File: config.mk
export PLATFORM = sky130hd
export DESIGN_NAME = rb_pkt_reader_flat
export DESIGN_NICKNAME = d
export VERILOG_FILES = /design/src/rtl/rb_pkt_pkg.sv /design/src/rtl/rb_if.sv /design/src/rtl/rb_pkt_reader.sv /design/src/flat_wrapper.sv
export SDC_FILE = /design/constraint.sdc
export NUM_CORES = 1
export LEC_CHECK = 0
export BUFFER_PORTS_ARGS = -buffer_cell sky130_fd_sc_hd__buf_2
export CORE_MARGIN = 5
export CORE_UTILIZATION = 45
export CTS_BUF_LIST = sky130_fd_sc_hd__clkbuf_16
export DETAILED_ROUTE_END_ITERATION = 16
export MAX_ROUTING_LAYER = met4
export PLACE_DENSITY_LB_ADDON = 0.3
export SLEW_MARGIN = 20
export SYNTH_ARGS = -nofsm -noshare
export SYNTH_HDL_FRONTEND = slang
export SYNTH_SLANG_ARGS = --single-unit
File: constraint.sdc
create_clock -name clk -period 2.8 [get_ports clk]
set_input_delay 0.14 -clock clk [delete_from_list [all_inputs] [get_ports clk]]
set_output_delay 0.14 -clock clk [all_outputs]
set_load 0.01 [all_outputs]
File: src/rtl/rb_pkt_pkg.sv
`default_nettype none
// ============================================================================
// Module   : rb_pkt_pkg
// Purpose  : Shared types, constants and helpers for the rb packet reader.
//            - pkt_state_t : reader FSM state encoding
//            - CNT_W       : width of the delivered/dropped packet counters
//            - hdr_len()   : extracts the length field from a header word
// Revision : 1.0 - initial release
// ============================================================================
package rb_pkt_pkg;

    localparam int CNT_W = 16;

    typedef enum logic [1:0] {
        HDR     = 2'd0,
        PAYLOAD = 2'd1,
        DROP    = 2'd2
    } pkt_state_t;

    // Returns the low 'lw' bits of a header word; the caller narrows the
    // result to its own length-field width. Upper header bits are ignored.
    function automatic logic [63:0] hdr_len(input logic [63:0] data, input int lw);
        logic [63:0] mask;
        mask = (64'd1 << lw) - 64'd1;
        return data & mask;
    endfunction

endpackage
`default_nettype wire

File: src/rtl/rb_if.sv
`default_nettype none
// ============================================================================
// Module   : rb_if
// Purpose  : Valid/ready stream bundle used between ring-buffer stages.
//            master drives valid/data and samples ready;
//            slave samples valid/data and drives ready.
// Revision : 1.0 - initial release
// ============================================================================
interface rb_if #(
    parameter int DW = 16
);
    logic          valid;
    logic          ready;
    logic [DW-1:0] data;

    modport master (output valid, output data, input ready);
    modport slave  (input valid, input data, output ready);
endinterface
`default_nettype wire

File: src/rtl/rb_pkt_reader.sv
`default_nettype none
// ============================================================================
// Module   : rb_pkt_reader
// Purpose  : Parses length-prefixed packets from an rb_if stream, strips the
//            header word and forwards the payload with a last marker.
//            Malformed headers (length 0 or > MAX_LEN) are flagged and the
//            packet is discarded.
//   clk      : clock, rising edge
//   rst_n    : asynchronous active-low reset
//   i_bus    : inbound stream (slave), usually a ring_buffer output
//   o_bus    : outbound payload stream (master), zero-latency pass-through
//   o_last   : marks the final payload word of a packet
//   busy     : high while a packet body is in progress
//   err_len  : one-cycle pulse after an illegal header is accepted
//   pkt_cnt  : packets fully delivered (wrapping)
//   drop_cnt : packets dropped (wrapping)
// Revision : 1.0 - initial release
// ============================================================================
module rb_pkt_reader
    import rb_pkt_pkg::*;
#(
    parameter type data_t  = logic [15:0],
    parameter int  DW      = $bits(data_t),
    parameter int  MAX_LEN = 256,
    parameter int  LW      = $clog2(MAX_LEN) + 1
) (
    input  logic             clk,
    input  logic             rst_n,
    rb_if.slave              i_bus,
    rb_if.master             o_bus,
    output logic             o_last,
    output logic             busy,
    output logic             err_len,
    output logic [CNT_W-1:0] pkt_cnt,
    output logic [CNT_W-1:0] drop_cnt
);
    localparam logic [LW-1:0]    c_max_len = LW'(MAX_LEN);
    localparam logic [LW-1:0]    c_rem_one = LW'(1);
    localparam logic [CNT_W-1:0] c_cnt_one = CNT_W'(1);

    pkt_state_t       r_state;
    logic [LW-1:0]    r_rem;
    logic             r_err_len;
    logic [CNT_W-1:0] r_pkt_cnt;
    logic [CNT_W-1:0] r_drop_cnt;

    logic [DW-1:0]    w_data;
    logic [LW-1:0]    w_len;

    assign w_data = i_bus.data;
    assign w_len  = LW'(hdr_len(64'(w_data), LW));

    // Outside PAYLOAD the reader always accepts (header or discarded word)
    // and never presents output; inside PAYLOAD it is a wire-through.
    always_comb begin
        i_bus.ready = 1'b1;
        o_bus.valid = 1'b0;
        o_bus.data  = w_data;
        if (r_state == PAYLOAD) begin
            o_bus.valid = i_bus.valid;
            i_bus.ready = o_bus.ready;
        end
    end

    always_ff @(posedge clk or negedge rst_n) begin
        if (!rst_n) begin
            r_state    <= HDR;
            r_rem      <= '0;
            r_err_len  <= 1'b0;
            r_pkt_cnt  <= '0;
            r_drop_cnt <= '0;
        end else begin
            r_err_len <= 1'b0;
            case (r_state)
                HDR: begin
                    if (i_bus.valid) begin
                        if (w_len == '0) begin
                            // Empty packet: nothing to skip, count it as dropped now.
                            r_err_len  <= 1'b1;
                            r_drop_cnt <= r_drop_cnt + c_cnt_one;
                        end else if (w_len > c_max_len) begin
                            r_rem     <= w_len;
                            r_err_len <= 1'b1;
                            r_state   <= DROP;
                        end else begin
                            r_rem   <= w_len;
                            r_state <= PAYLOAD;
                        end
                    end
                end
                PAYLOAD: begin
                    if (i_bus.valid && o_bus.ready) begin
                        r_rem <= r_rem - c_rem_one;
                        if (r_rem == c_rem_one) begin
                            r_state   <= HDR;
                            r_pkt_cnt <= r_pkt_cnt + c_cnt_one;
                        end
                    end
                end
                DROP: begin
                    if (i_bus.valid) begin
                        r_rem <= r_rem - c_rem_one;
                        if (r_rem == c_rem_one) begin
                            r_state    <= HDR;
                            r_drop_cnt <= r_drop_cnt + c_cnt_one;
                        end
                    end
                end
                default: r_state <= HDR;
            endcase
        end
    end

    assign o_last   = (r_state == PAYLOAD) && (r_rem == c_rem_one);
    assign busy     = (r_state != HDR);
    assign err_len  = r_err_len;
    assign pkt_cnt  = r_pkt_cnt;
    assign drop_cnt = r_drop_cnt;

endmodule
`default_nettype wire

File: src/flat_wrapper.sv
// flat-port wrapper written by rule: the top's interface ports become plain ports
module rb_pkt_reader_flat import rb_pkt_pkg::*;
#(
    parameter type data_t  = logic [15:0],
    parameter int  DW      = $bits(data_t),
    parameter int  MAX_LEN = 256,
    parameter int  LW      = $clog2(MAX_LEN) + 1
)
  (clk, rst_n, o_last, busy, err_len, pkt_cnt, drop_cnt, i_bus_valid, i_bus_data, i_bus_ready, o_bus_valid, o_bus_data, o_bus_ready);
  rb_if #(.DW(DW)) i_bus_i ();
  rb_if #(.DW(DW)) o_bus_i ();
  input  logic clk;
  input  logic rst_n;
  output logic o_last;
  output logic busy;
  output logic err_len;
  output logic [CNT_W-1:0] pkt_cnt;
  output logic [CNT_W-1:0] drop_cnt;
  input wire logic [$bits(i_bus_i.valid)-1:0] i_bus_valid;
  input wire logic [$bits(i_bus_i.data)-1:0] i_bus_data;
  output wire logic [$bits(i_bus_i.ready)-1:0] i_bus_ready;
  output wire logic [$bits(o_bus_i.valid)-1:0] o_bus_valid;
  output wire logic [$bits(o_bus_i.data)-1:0] o_bus_data;
  input wire logic [$bits(o_bus_i.ready)-1:0] o_bus_ready;
  assign i_bus_i.valid = i_bus_valid;
  assign i_bus_i.data = i_bus_data;
  assign i_bus_ready = i_bus_i.ready;
  assign o_bus_valid = o_bus_i.valid;
  assign o_bus_data = o_bus_i.data;
  assign o_bus_i.ready = o_bus_ready;
  rb_pkt_reader #(.data_t(data_t), .DW(DW), .MAX_LEN(MAX_LEN), .LW(LW)) u_core (.clk(clk), .rst_n(rst_n), .i_bus(i_bus_i), .o_bus(o_bus_i), .o_last(o_last), .busy(busy), .err_len(err_len), .pkt_cnt(pkt_cnt), .drop_cnt(drop_cnt));
endmodule
# Word-level counts from Yosys, hierarchy flattened
# Cells that the tools add are included.
[word_totals] elab_cells=52 regBits=44 in_bits=20
[op_classes] n_lt_le_gt_ge=1 addsub=3 n_reduce_logical=11 n_eq_ne=9 muxes=23
[op_table] op="$mux W16" count=4
[op_table] op="$mux W9" count=4
[op_table] op="$add A16 B1 Y16 const B" count=2
[op_table] op="$pmux W16 S2" count=1
[op_table] op="$pmux W9 S3" count=1
[op_table] op="$mux W2" count=6
[op_table] op="$reduce_and A5 Y1" count=2
[op_table] op="$eq A9 B1 Y1 const B" count=1
[op_table] op="$gt A9 B9 Y1 const B" count=1
[op_table] op="$logic_not A9 Y1" count=1
[op_table] op="$sub A9 B1 Y9 const B" count=1
[op_table] op="$ne A2 B2 Y1 const B" count=4
[op_table] op="$mux W1" count=6
[op_table] op="$pmux W2 S3" count=1
[op_table] op="$ne A2 B1 Y1 const B" count=2
[op_table] op="$reduce_and A4 Y1" count=1
[op_table] op="$reduce_bool A2 Y1" count=2
[op_table] op="$reduce_and A3 Y1" count=1
[op_table] op="$reduce_bool A3 Y1" count=1
[op_table] op="$eq A2 B1 Y1 const B" count=1
[op_table] op="$eq A2 B2 Y1 const B" count=1
[op_table] op="$logic_and A1 B1 Y1" count=2
[op_table] op="$logic_not A2 Y1" count=1

# Depth between registers and ports, before layout
# Gate-level depths: netlist (run 1).
[depth] word_depth=5 ltp_mapped=9 ltp_nobuf=8

# Worst setup path before layout (run 1)
# OpenSTA, ideal clock, no wires.
[synth_path] path_kind="flip-flop to flip-flop" start="reg u_core.r_rem[1]" end="reg u_core.r_pkt_cnt[11] (netlist: u_core.pkt_cnt[11])" required_time_ns=2.674 setup_slack_ns=0.870 period_less_slack_ns=1.930 arrival_time_ns=1.804 stages_incl_launch_ff=7 setup_time_ns=0.126 path_cell_list="dfrtp_1 -> inv_1 -> ha_1 -> or4b_4 -> nor4_4 -> nand4_1 -> xnor2_1"
[synth_between] elab_chain_len=2
[synth_lines] item="start, declared" line="rb_pkt_reader.sv:42" source="logic [LW-1:0] r_rem;"
[synth_lines] item="start signal, assigned" line="rb_pkt_reader.sv:82" source="r_rem <= w_len;"
[synth_lines] item="start signal, assigned" line="rb_pkt_reader.sv:86" source="r_rem <= w_len;"
[synth_lines] item="start signal, assigned" line="rb_pkt_reader.sv:93" source="r_rem <= r_rem - c_rem_one;"
[synth_lines] item="$eq A9 B1 Y1" line="rb_pkt_reader.sv:94" source="if (r_rem == c_rem_one) begin"
[synth_lines] item="$reduce_and A3 Y1 (no source line)"
[synth_lines] item="end signal, assigned" line="rb_pkt_reader.sv:96" source="r_pkt_cnt <= r_pkt_cnt + c_cnt_one;"
[synth_lines] item="end, declared" line="rb_pkt_reader.sv:44" source="logic [CNT_W-1:0] r_pkt_cnt;"
# Every way passes these cells.
# A chain may end at the register's enable or synchronous reset.

# Worst setup path after layout (run 1)
[layout_path] start="reg u_core.r_rem[1]" end="out o_last"
[layout_between] elab_chain_len=2
[layout_lines] item="$eq A9 B1 Y1" line="rb_pkt_reader.sv:114" source="assign o_last = (r_state == PAYLOAD) && (r_rem == c_rem_one);"
[layout_lines] item="$logic_and A1 B1 Y1" line="rb_pkt_reader.sv:114"
[layout_lines] item="end, declared" line="flat_wrapper.sv:14" source="output logic o_last;"
# Every way passes these cells.

==> metrics.yaml, run 1 <==
layout:
  nFillCells: 503
  seq_area_mm2: 0.00110
  drive_gt1_frac: 0.285
  n_antenna_cell: 0
  multiInputGateArea_mm2: 0.00124
  final_common_cell: "buf_2"
  utilization: 0.535
  final_cell_mix: "buf_2, dfrtp_1, nand2_1"
  final_area_mm2: 0.00295
  final_nets: 320
  area_growth_pct: 16.1
worst_hold_path:
  hold_class: "in2reg"
  hold_depth: 3
  min-delay-start: "i_bus_valid"
worst_setup_path:
  required_ns: 2.66
  crit_path_end: "o_last"
  crit_buf_inv: 2
  startpoint_type: "flop"
  crit_chain: "inv_1, ha_1, or4b_4, or2_2, nor2_1, buf_2"
  end_kind: "primary output"
  cp.arrival_ns: 2.00
  crit_fanout: 4
  crit_path_max_incr_delay_ns: 0.50
  worst-path-stages: 6
  r2r-end: "u_core.pkt_cnt[13]"
  rr_startpoint: "u_core.r_rem[1]"
  r2r_cells: 6
  critPathTopFamily: "simple AND/OR/NAND/NOR gates"
  r2r_slack_ns: 0.67
  path_class: "reg2out"
  slowest_stage: "or4b_4"
  cp-startpoint: "u_core.r_rem[1]"
routing:
  firstDrtPassIters: 4
  viasPerCell: 5.23
  routed_wl_um: 5020
  wl_per_cell_um: 13.8
  drc_errors: 0
  vias: 1900
  drtIter0Drc: 80
  antenna_left: 0
clock_tree:
  h-tree-depth: 2
  clkTransAtPathRegs_ns: 0.06
  cts_tree: "yes"
  postCtsSetupRepairBufs: 0
  clockRootBuffer: "clkbuf_16"
  cts.path.max_buffers: 2
  cts_buffers: 5
  cts_resized: 0
  holdBufCountCts: 0
  cts_sinks: 44
  clk_latency_ns: 0.28
yosys:
  netlist_area_mm2: 0.00254
  synth.distinct_cells: 46
  syn_nets: 277
  yosysSeqAreaShare: 0.434
  netlist_instances: 247
  synth-edff-count: 0
  yosysWarnings: 0
  synth_area_per_cell_um2: 10.3
  synth_ff_type: "dfrtp_1"
  ys_ff_latch: 44
  async_flop_share: 1.00
floorplanning:
  start_util: 0.461
  die_h_um: 85.1
  io_pins: 73
  die_w_um: 85.1
  row_count: 27
  coreArea_mm2: 0.00551
  fp.dieArea_mm2: 0.00724
sta:
  fin_ws_ns: 0.662
  finalHoldViolCount: 0
  period_share: 0.764
  setup_viol: 0
  min_period_ns: 2.14
  slew_violations: 0
  timing.slew.headroom: 0.522
  tightest_slew_ns: 0.717
  fmax_mhz: 468
  rsz0062_at_grt: "false"
  skew_ns: 0.00488
  finalSetupTns_ns: 0
global_route:
  grt_pass1_vias: 1827
  antenna_found_initial: 0
  grt_start_max_net_pins: 45
  grt_pass1_wl_um: 8450
  grt_use_total: 0.146
  grt-ovfl-total: 0
power:
  p_leak_nw: 1.51
  max-vdd-ir-drop_uv: 441
  finalPower_mw: 2.32
  power_density_mw_per_mm2: 787
placement:
  place_area_mm2: 0.00277
  dp_hpwl_um: 3730
  port_buffers: 58
  dp_slack_ns: 0.658
  gp_congestion: 0.789
job:
  drv_cap: 0
status:
  outcome: "completed"
==> through the flow <==
step | hold WS [ns] | cells
6_report | 0.161 | 363
5_1_grt | 0.171 | 363
4_1_cts | 0.0603 | 362
3_5_place_dp | 0.280 | 354
3_3_place_gp | 0.280 | 354
2_1_floorplan | -0.156 | 247
==> state kept, by name (all words and copies together) (netlist names) <==
signal / cells
u_core.drop_cnt: 16
u_core.pkt_cnt: 16
u_core.r_rem: 9
u_core.r_state: 2
u_core.err_len: 1
==> area by class of cell <==
cell class                 instances  area share
clock buffer                       5      0.0425
clock inverter                     3      0.0144
inverter                          10      0.0127
multi-input combinational        169       0.421
sequential                        44       0.374
tap                               72      0.0306
timing repair buffer              60       0.105
==> worst register-to-register path, stage by stage, from the launching register on <==
cell and delay, ns:
dfrtp_1 0.38, inv_1 0.10, ha_1 0.15, or4b_4 0.50, nor4_4 0.54, nand4_1 0.19, xnor2_1 0.16
==> cell usage after synthesis, drive strengths merged, types with 2 or more instances <==
master	instances	area (um2)
a21oi	11	55.1
or3	3	18.8
nand3	14	70.1
o21ai	7	35.0
mux2i	3	30.0
nor3b	4	45.1
xor2	15	131
nor4	5	46.3
nor2b	2	12.5
nand4	8	50.1
clkbuf	5	18.8
and4	5	43.8
buf	19	141
nor3	7	50.1
nand2	20	75.1
nor2	5	18.8
mux2	3	33.8
or4	2	18.8
and2	3	18.8
xnor2	15	131
and3	5	31.3
nand2b	4	25.0
o22ai	3	18.8
dfrtp	44	1100
o32ai	2	17.5
ha	10	125
inv	10	37.5
==> logic make-up (layout without fill, tap and decap cells) <==
family,Yosys count,in the layout,share of synthesized area
flops,44,44,0.434
buf+inv,34,78,0.0779
simple gates,92,92,0.227
fa+ha+maj,10,10,0.0493
mux,6,6,0.0251
xor+xnor,30,30,0.104
compound gates,31,31,0.0828
==> where the power goes <==
part	switching [mW]	leakage, nW	internal (mW)	total, mW
logic	0.465	0.844	0.340	0.805
registers	0.116	0.579	0.745	0.861
clock network	0.232	0.0814	0.419	0.651
total	0.814	1.51	1.50	2.32
==> per-layer routing <==
layer	vias up	share of wire	GRT usage
met5	-	0	-
met4	0	0.013	0.0489
met3	8	0.065	0.0369
met2	51	0.47	0.234
met1	894	0.45	0.181
li1	947	-	-
==> worst min-delay path by stage <==
stage                         end  slack [ns]
2_1_floorplan  u_core.drop_cnt[0]       -0.16
3_3_place_gp       o_bus_data[12]        0.28
3_5_place_dp       o_bus_data[12]        0.28
4_1_cts         u_core.pkt_cnt[9]        0.06
5_1_grt            u_core.err_len        0.17
6_report           u_core.err_len        0.16
No activity file was read; power rests on OpenSTA's default activity.
==> run 2, diff against run 1 <==
==> constraint.sdc (replaced) <==
create_clock -name clk -period 1.9 [get_ports clk]
set_input_delay 0.095 -clock clk [delete_from_list [all_inputs] [get_ports clk]]
set_output_delay 0.095 -clock clk [all_outputs]
set_load 0.01 [all_outputs]
==> run 2 against run 1 <==
Net effect: the flow now finishes with violations (setup timing); worst setup slack got worse by 0.78 ns; die area unchanged; register-to-register slack got worse by 0.79 ns; non-clock buffer count increased by 34; via count increased by 9.3%; critical path depth increased by 1; wire length increased by 19%; worst hold slack got worse by 0.021 ns; total power increased by 82%; count of clock-buffer cells in the layout unchanged; cell count increased by 9.1%; critical endpoint is now u_core.drop_cnt[9].
==> metrics.yaml, run 2 (same netlist as run 1, synthesis figures left out) <==
status:
  outcome: "finished, violations left"  # was completed
  violations: "setup timing"
sta:
  finalHoldViolCount: 0  # unchanged
  rsz0062_at_grt: "true"  # was false
  timing.slew.headroom: 0.618  # was 0.522
  setup_viol: 24  # was 0
  tightest_slew_ns: 0.572  # was 0.717 ns
  fin_ws_ns: -0.118  # was 0.662 ns
  slew_violations: 0  # unchanged
  skew_ns: 0.00549  # was 0.00488 ns
  min_period_ns: 2.02
  fmax_mhz: 496
  period_share: 1.06
floorplanning:
  die_w_um: 85.1  # unchanged
  row_count: 27  # unchanged
  die_h_um: 85.1  # unchanged
  start_util: 0.461  # unchanged
  coreArea_mm2: 0.00551  # unchanged
  fp.dieArea_mm2: 0.00724  # unchanged
  io_pins: 73  # unchanged
layout:
  nFillCells: 439  # was 503
  utilization: 0.630  # was 0.535
  n_antenna_cell: 0  # unchanged
  final_area_mm2: 0.00347  # was 0.00295 mm2
  final_cell_mix: "buf_2, dfrtp_1, buf_4"  # was buf_2, dfrtp_1, nand2_1
  area_growth_pct: 36.7  # was 16.1%
  drive_gt1_frac: 0.420  # was 0.285
  final_common_cell: "buf_2"  # unchanged
  final_nets: 354  # was 320
clock_tree:
  clk_latency_ns: 0.28  # about the same
  clockRootBuffer: "clkbuf_16"  # unchanged
  clkTransAtPathRegs_ns: 0.06  # about the same
  cts_tree: "yes"  # unchanged
  cts_buffers: 5  # unchanged
  h-tree-depth: 2  # unchanged
  cts_sinks: 44  # unchanged
  cts.path.max_buffers: 2  # unchanged
worst_hold_path:
  hold_class: "in2reg"  # unchanged
power:
  finalPower_mw: 4.23  # was 2.32 mW
  max-vdd-ir-drop_uv: 616  # was 441 uV
  p_leak_nw: 1.76  # was 1.51 nW
  power_density_mw_per_mm2: 1220  # was 787 mW/mm2
routing:
  drc_errors: 0  # unchanged
  routed_wl_um: 6000  # was 5020 um
  viasPerCell: 5.24  # was 5.23
  drtIter0Drc: 124  # was 80
  wl_per_cell_um: 15.1  # was 13.8 um
  firstDrtPassIters: 4  # unchanged
  vias: 2076  # was 1900
  antenna_left: 0  # unchanged
global_route:
  antenna_found_initial: 0  # unchanged
  grt_pass1_wl_um: 9650  # was 8450 um
  grt-ovfl-total: 0  # unchanged
  grt_pass1_vias: 2067  # was 1827
  grt_use_total: 0.166  # was 0.146
  grt_start_max_net_pins: 45  # unchanged
worst_setup_path:
  crit_fanout: 7  # was 4
  path_class: "reg2reg"  # was reg2out
  required_ns: 2.10  # was 2.66 ns
  startpoint_type: "flop"  # unchanged
  cp.arrival_ns: 2.22  # was 2.00 ns
  end_kind: "flop"  # was primary output
placement:
  place_area_mm2: 0.00293  # was 0.00277 mm2
  dp_hpwl_um: 4010  # was 3730 um
  gp_congestion: 0.856  # was 0.789
  port_buffers: 58  # unchanged
job:
  drv_cap: 0  # unchanged
## run 2: cell types whose count changed in the layout (fill, tap and decap cells not counted), moves of 3 or more
cell    before  now
buf_4        2   24
nor3_1       4    0
buf_12       0    3
nor3_4       0    6
buf_6        0    8
## run 2: what timing repair did
| item | 4_1_cts | 5_1_grt |
|---|---|---|
| setup buffers | 6 | 5 |
| pin swaps | 15 | 19 |
| hold buffers | 1 | 0 |
| endpoints found under the hold margin | 44 | 0 |
| endpoints found under the setup margin | 16 | 42 |
| gates resized for setup | 24 | 26 |
| gates cloned | 0 | 2 |
## run 2: cell type report
type / instances / area [um2] / share of cell area
Clock buffer: 5 / 125 / 0.0361
Timing Repair Buffer: 94 / 631 / 0.182
Clock inverter: 2 / 60.1 / 0.0173
Multi-Input combinational cell: 169 / 1420 / 0.411
Inverter: 10 / 37.5 / 0.0108
Sequential cell: 44 / 1100 / 0.317
Tap cell: 72 / 90.1 / 0.0260
## run 2: final timing paths
path	to	from	cells past startpoint	slack (ns)
max	u_core.drop_cnt[9]	u_core.r_rem[0]	7	-0.12
min	u_core.r_rem[5]	i_bus_data[5]	3	0.14
max reg2reg	u_core.drop_cnt[9]	u_core.r_rem[0]	7	-0.12
min reg2reg	u_core.pkt_cnt[15]	u_core.pkt_cnt[15]	1	0.46
max in group asynchronous	u_core.drop_cnt[1]	rst_n	3	1.08
min in group asynchronous	u_core.pkt_cnt[11]	rst_n	3	0.43
## run 2: routing by layer
layer / share of wire / vias to the layer above / GRT usage / wire length (um)
li1: - / 1010 / - / -
met1: 0.46 / 1006 / 0.217 / 2770
met2: 0.48 / 50 / 0.262 / 2850
met3: 0.050 / 10 / 0.0350 / 302
met4: 0.013 / 0 / 0.0446 / 78
met5: 0 / - / - / 0
## run 2: critical path: stages, from the launching register on
cell and delay, ns:
dfrtp_1 0.44, ha_4 0.15, or4b_4 0.49, o21a_4 0.24, buf_12 0.15, buf_6 0.12
nor3b_2 0.18, xor2_1 0.17
## run 2: where the power goes
part	total, mW	switching [mW]	internal, mW	leakage (nW)
Combinational	1.90	0.954	0.941	1.09
Sequential	1.24	0.138	1.10	0.579
Clock	1.09	0.349	0.746	0.0899
Total	4.23	1.44	2.78	1.76
## run 2: through the flow
stage | hold WS, ns | setup slack (ns) | std cells | TNS [ns]
CTS | 0.124 | -0.0959 | 389 | -1.15
floorplan | -0.201 | -0.0199 | 247 | -0.0673
global route | 0.158 | -0.173 | 396 | -3.02
finish | 0.140 | -0.118 | 396 | -1.07
global placement | 0.190 | -0.0851 | 375 | -0.125
detailed placement | 0.190 | -0.0628 | 375 | -0.263
==> run 3, diff against run 2 <==
==> constraint.sdc (replaced) <==
create_clock -name clk -period 2.11 [get_ports clk]
set_input_delay 0.1055 -clock clk [delete_from_list [all_inputs] [get_ports clk]]
set_output_delay 0.1055 -clock clk [all_outputs]
set_load 0.1 [all_outputs]
==> run 3 against run 2 <==
Net effect: the flow now finishes without violations; sequential power shrank 7%; cell area decreased by 12%; largest cell class unchanged; cell count shrank 6.8%; largest power group unchanged; non-clock buffer count fell by 28; clock power is 21% lower.
==> metrics.yaml, run 3 (same netlist as run 1, synthesis figures left out) <==
global_route:
  grt_pass1_vias: 1855  # was 2067
  top_usage_layer: "met2"  # unchanged
  antenna_found_initial: 0  # unchanged
  grt-ovfl-total: 0  # unchanged
  grt.met1_usage: 0.201  # was 0.217
  met3_usage: 0.0311  # was 0.0350
  grt_use_total: 0.149  # was 0.166
  gr-usage-met2: 0.227  # was 0.262
  grt_start_max_net_pins: 45  # unchanged
  grt_pass1_wl_um: 8690  # was 9650 um
clock_tree:
  clkTransAtPathRegs_ns: 0.06  # about the same
  cts_buffers: 5  # unchanged
  h-tree-depth: 2  # unchanged
  clockRootBuffer: "clkbuf_16"  # unchanged
  postCtsSetupRepairBufs: 0  # was 6
  cts_sinks: 44  # unchanged
  cts.path.max_buffers: 2  # unchanged
  cts_tree: "yes"  # unchanged
  clk_latency_ns: 0.28  # about the same
routing:
  vias: 1946  # was 2076
  drtIter0Drc: 44  # was 124
  drc_errors: 0  # unchanged
  routed_wl_um: 5150  # was 6000 um
  antenna_left: 0  # unchanged
  viasPerCell: 5.27  # was 5.24
  firstDrtPassIters: 5  # was 4
  wl_per_cell_um: 14.0  # was 15.1 um
power:
  finalPower_mw: 3.57  # was 4.23 mW
  max-vdd-ir-drop_uv: 1020  # was 616 uV
  power_density_mw_per_mm2: 1180  # was 1220 mW/mm2
  p_leak_nw: 1.54  # was 1.76 nW
layout:
  drive_gt1_frac: 0.320  # was 0.420
  final_area_mm2: 0.00304  # was 0.00347 mm2
  seq_area_mm2: 0.00110  # about the same
  nFillCells: 500  # was 439
  final_nets: 326  # was 354
  area_growth_pct: 19.6  # was 36.7%
  final_cell_mix: "buf_2, dfrtp_1, nand2_1"  # was buf_2, dfrtp_1, buf_4
  n_antenna_cell: 0  # unchanged
  final_common_cell: "buf_2"  # unchanged
  multiInputGateArea_mm2: 0.00126  # was 0.00142 mm2
sta:
  skew_ns: 0.00430  # was 0.00549 ns
  setup_viol: 0  # was 24
  rsz0062_at_grt: "false"  # was true
  holdWs_ns: 0.136  # was 0.140 ns
  finalHoldViolCount: 0  # unchanged
  period_share: 0.967
  fmax_mhz: 490
  finalSetupTns_ns: 0  # was -1.07 ns
  slew_violations: 0  # unchanged
  tightest_slew_ns: 0.491  # was 0.572 ns
  fin_ws_ns: 0.0699  # was -0.118 ns
  timing.slew.headroom: 0.675  # was 0.618
  min_period_ns: 2.04
floorplanning:
  start_util: 0.461  # unchanged
  die_h_um: 85.1  # unchanged
  fp.dieArea_mm2: 0.00724  # unchanged
  row_count: 27  # unchanged
  die_w_um: 85.1  # unchanged
  io_pins: 73  # unchanged
  coreArea_mm2: 0.00551  # unchanged
worst_setup_path:
  critPathTopFamily: "simple AND/OR/NAND/NOR gates"  # unchanged
  end_kind: "primary output"  # was flop
  r2r_slack_ns: 0.11  # was -0.12 ns
  cp-startpoint: "u_core.r_rem[1]"  # was u_core.r_rem[0]
  required_ns: 2.00  # was 2.10 ns
  cp.arrival_ns: 1.93  # was 2.22 ns
  rr_startpoint: "u_core.r_rem[1]"  # was u_core.r_rem[0]
  slowest_stage: "or4b_4"  # unchanged
  crit_path_max_incr_delay_ns: 0.51  # was 0.49 ns
  crit_fanout: 4  # was 7
  path_class: "reg2out"  # was reg2reg
  r2r_cells: 6  # was 7
  r2r-end: "u_core.drop_cnt[1]"  # was u_core.drop_cnt[9]
  startpoint_type: "flop"  # unchanged
  crit_chain: "inv_2, ha_1, or4b_4, or2_4, nor2_4, buf_12"  # was ha_4, or4b_4, o21a_4, buf_12, buf_6, nor3b_2, xor2_1
  crit_buf_inv: 2  # unchanged
placement:
  gp_congestion: 0.808  # was 0.856
  dp_slack_ns: 0.0381  # was -0.0628 ns
  port_buffers: 58  # unchanged
  dp_hpwl_um: 3790  # was 4010 um
  place_area_mm2: 0.00285  # was 0.00293 mm2
worst_hold_path:
  hold_depth: 3  # unchanged
  min-delay-start: "i_bus_valid"  # was i_bus_data[5]
  hold_class: "in2reg"  # unchanged
  hold_end: "u_core.err_len"  # was u_core.r_rem[5]
job:
  drv_cap: 0  # unchanged
status:
  outcome: "completed"  # was finished, violations left
-- run 3: changes by cell type in the layout (fill, tap and decap cells not counted), moves of 4 or more --
cell / before / now
buf_4: 24 / 6
buf_6: 8 / 0
nor3_4: 6 / 0
nor3_2: 1 / 5
-- run 3: how the worst max path moves through the flow --
stage,cells after the start,to,slack (ns)
global placement,6,u_core.drop_cnt[1],0.11
finish,6,o_last,0.07
floorplan,4,u_core.pkt_cnt[8],0.03
detailed placement,6,u_core.drop_cnt[1],0.04
global route,6,o_last,0.02
CTS,6,o_last,0.03
-- run 3: timing repair --
item	4_1_cts	5_1_grt
hold buffers	1	0
endpoints found under the hold margin	44	0
endpoints found under the setup margin	1	4
pin swaps	0	0
resized for setup	1	4
-- run 3: per-stage QoR --
stage,cells,utilization
detailed placement,360,0.517
floorplan,247,-
global route,369,0.551
CTS,369,0.549
finish,369,0.551
global placement,360,0.517
-- run 3: area by class of cell --
type,instances,area share
Inverter,10,0.0124
Multi-Input combinational cell,169,0.415
Clock buffer,5,0.0412
Timing Repair Buffer,66,0.125
Tap cell,72,0.0297
Clock inverter,3,0.0128
Sequential cell,44,0.363
-- run 3: layer usage --
layer,vias up,part of all wire
li1,951,-
met5,-,0
met1,944,0.48
met3,6,0.052
met4,0,0.0091
met2,45,0.46
-- run 3: worst reg2reg max path, cell delays in order, from the launching register on --
cell	delay (ns)
dfrtp_1	0.39
inv_2	0.07
ha_1	0.13
or4b_4	0.51
o21a_4	0.27
nor2_2	0.16
mux2_2	0.35
-- run 3: where the power goes --
part           total [mW]  internal (mW)  switching [mW]
Sequential           1.15          0.988           0.158
Combinational        1.56          0.482            1.08
Clock               0.864          0.552           0.312
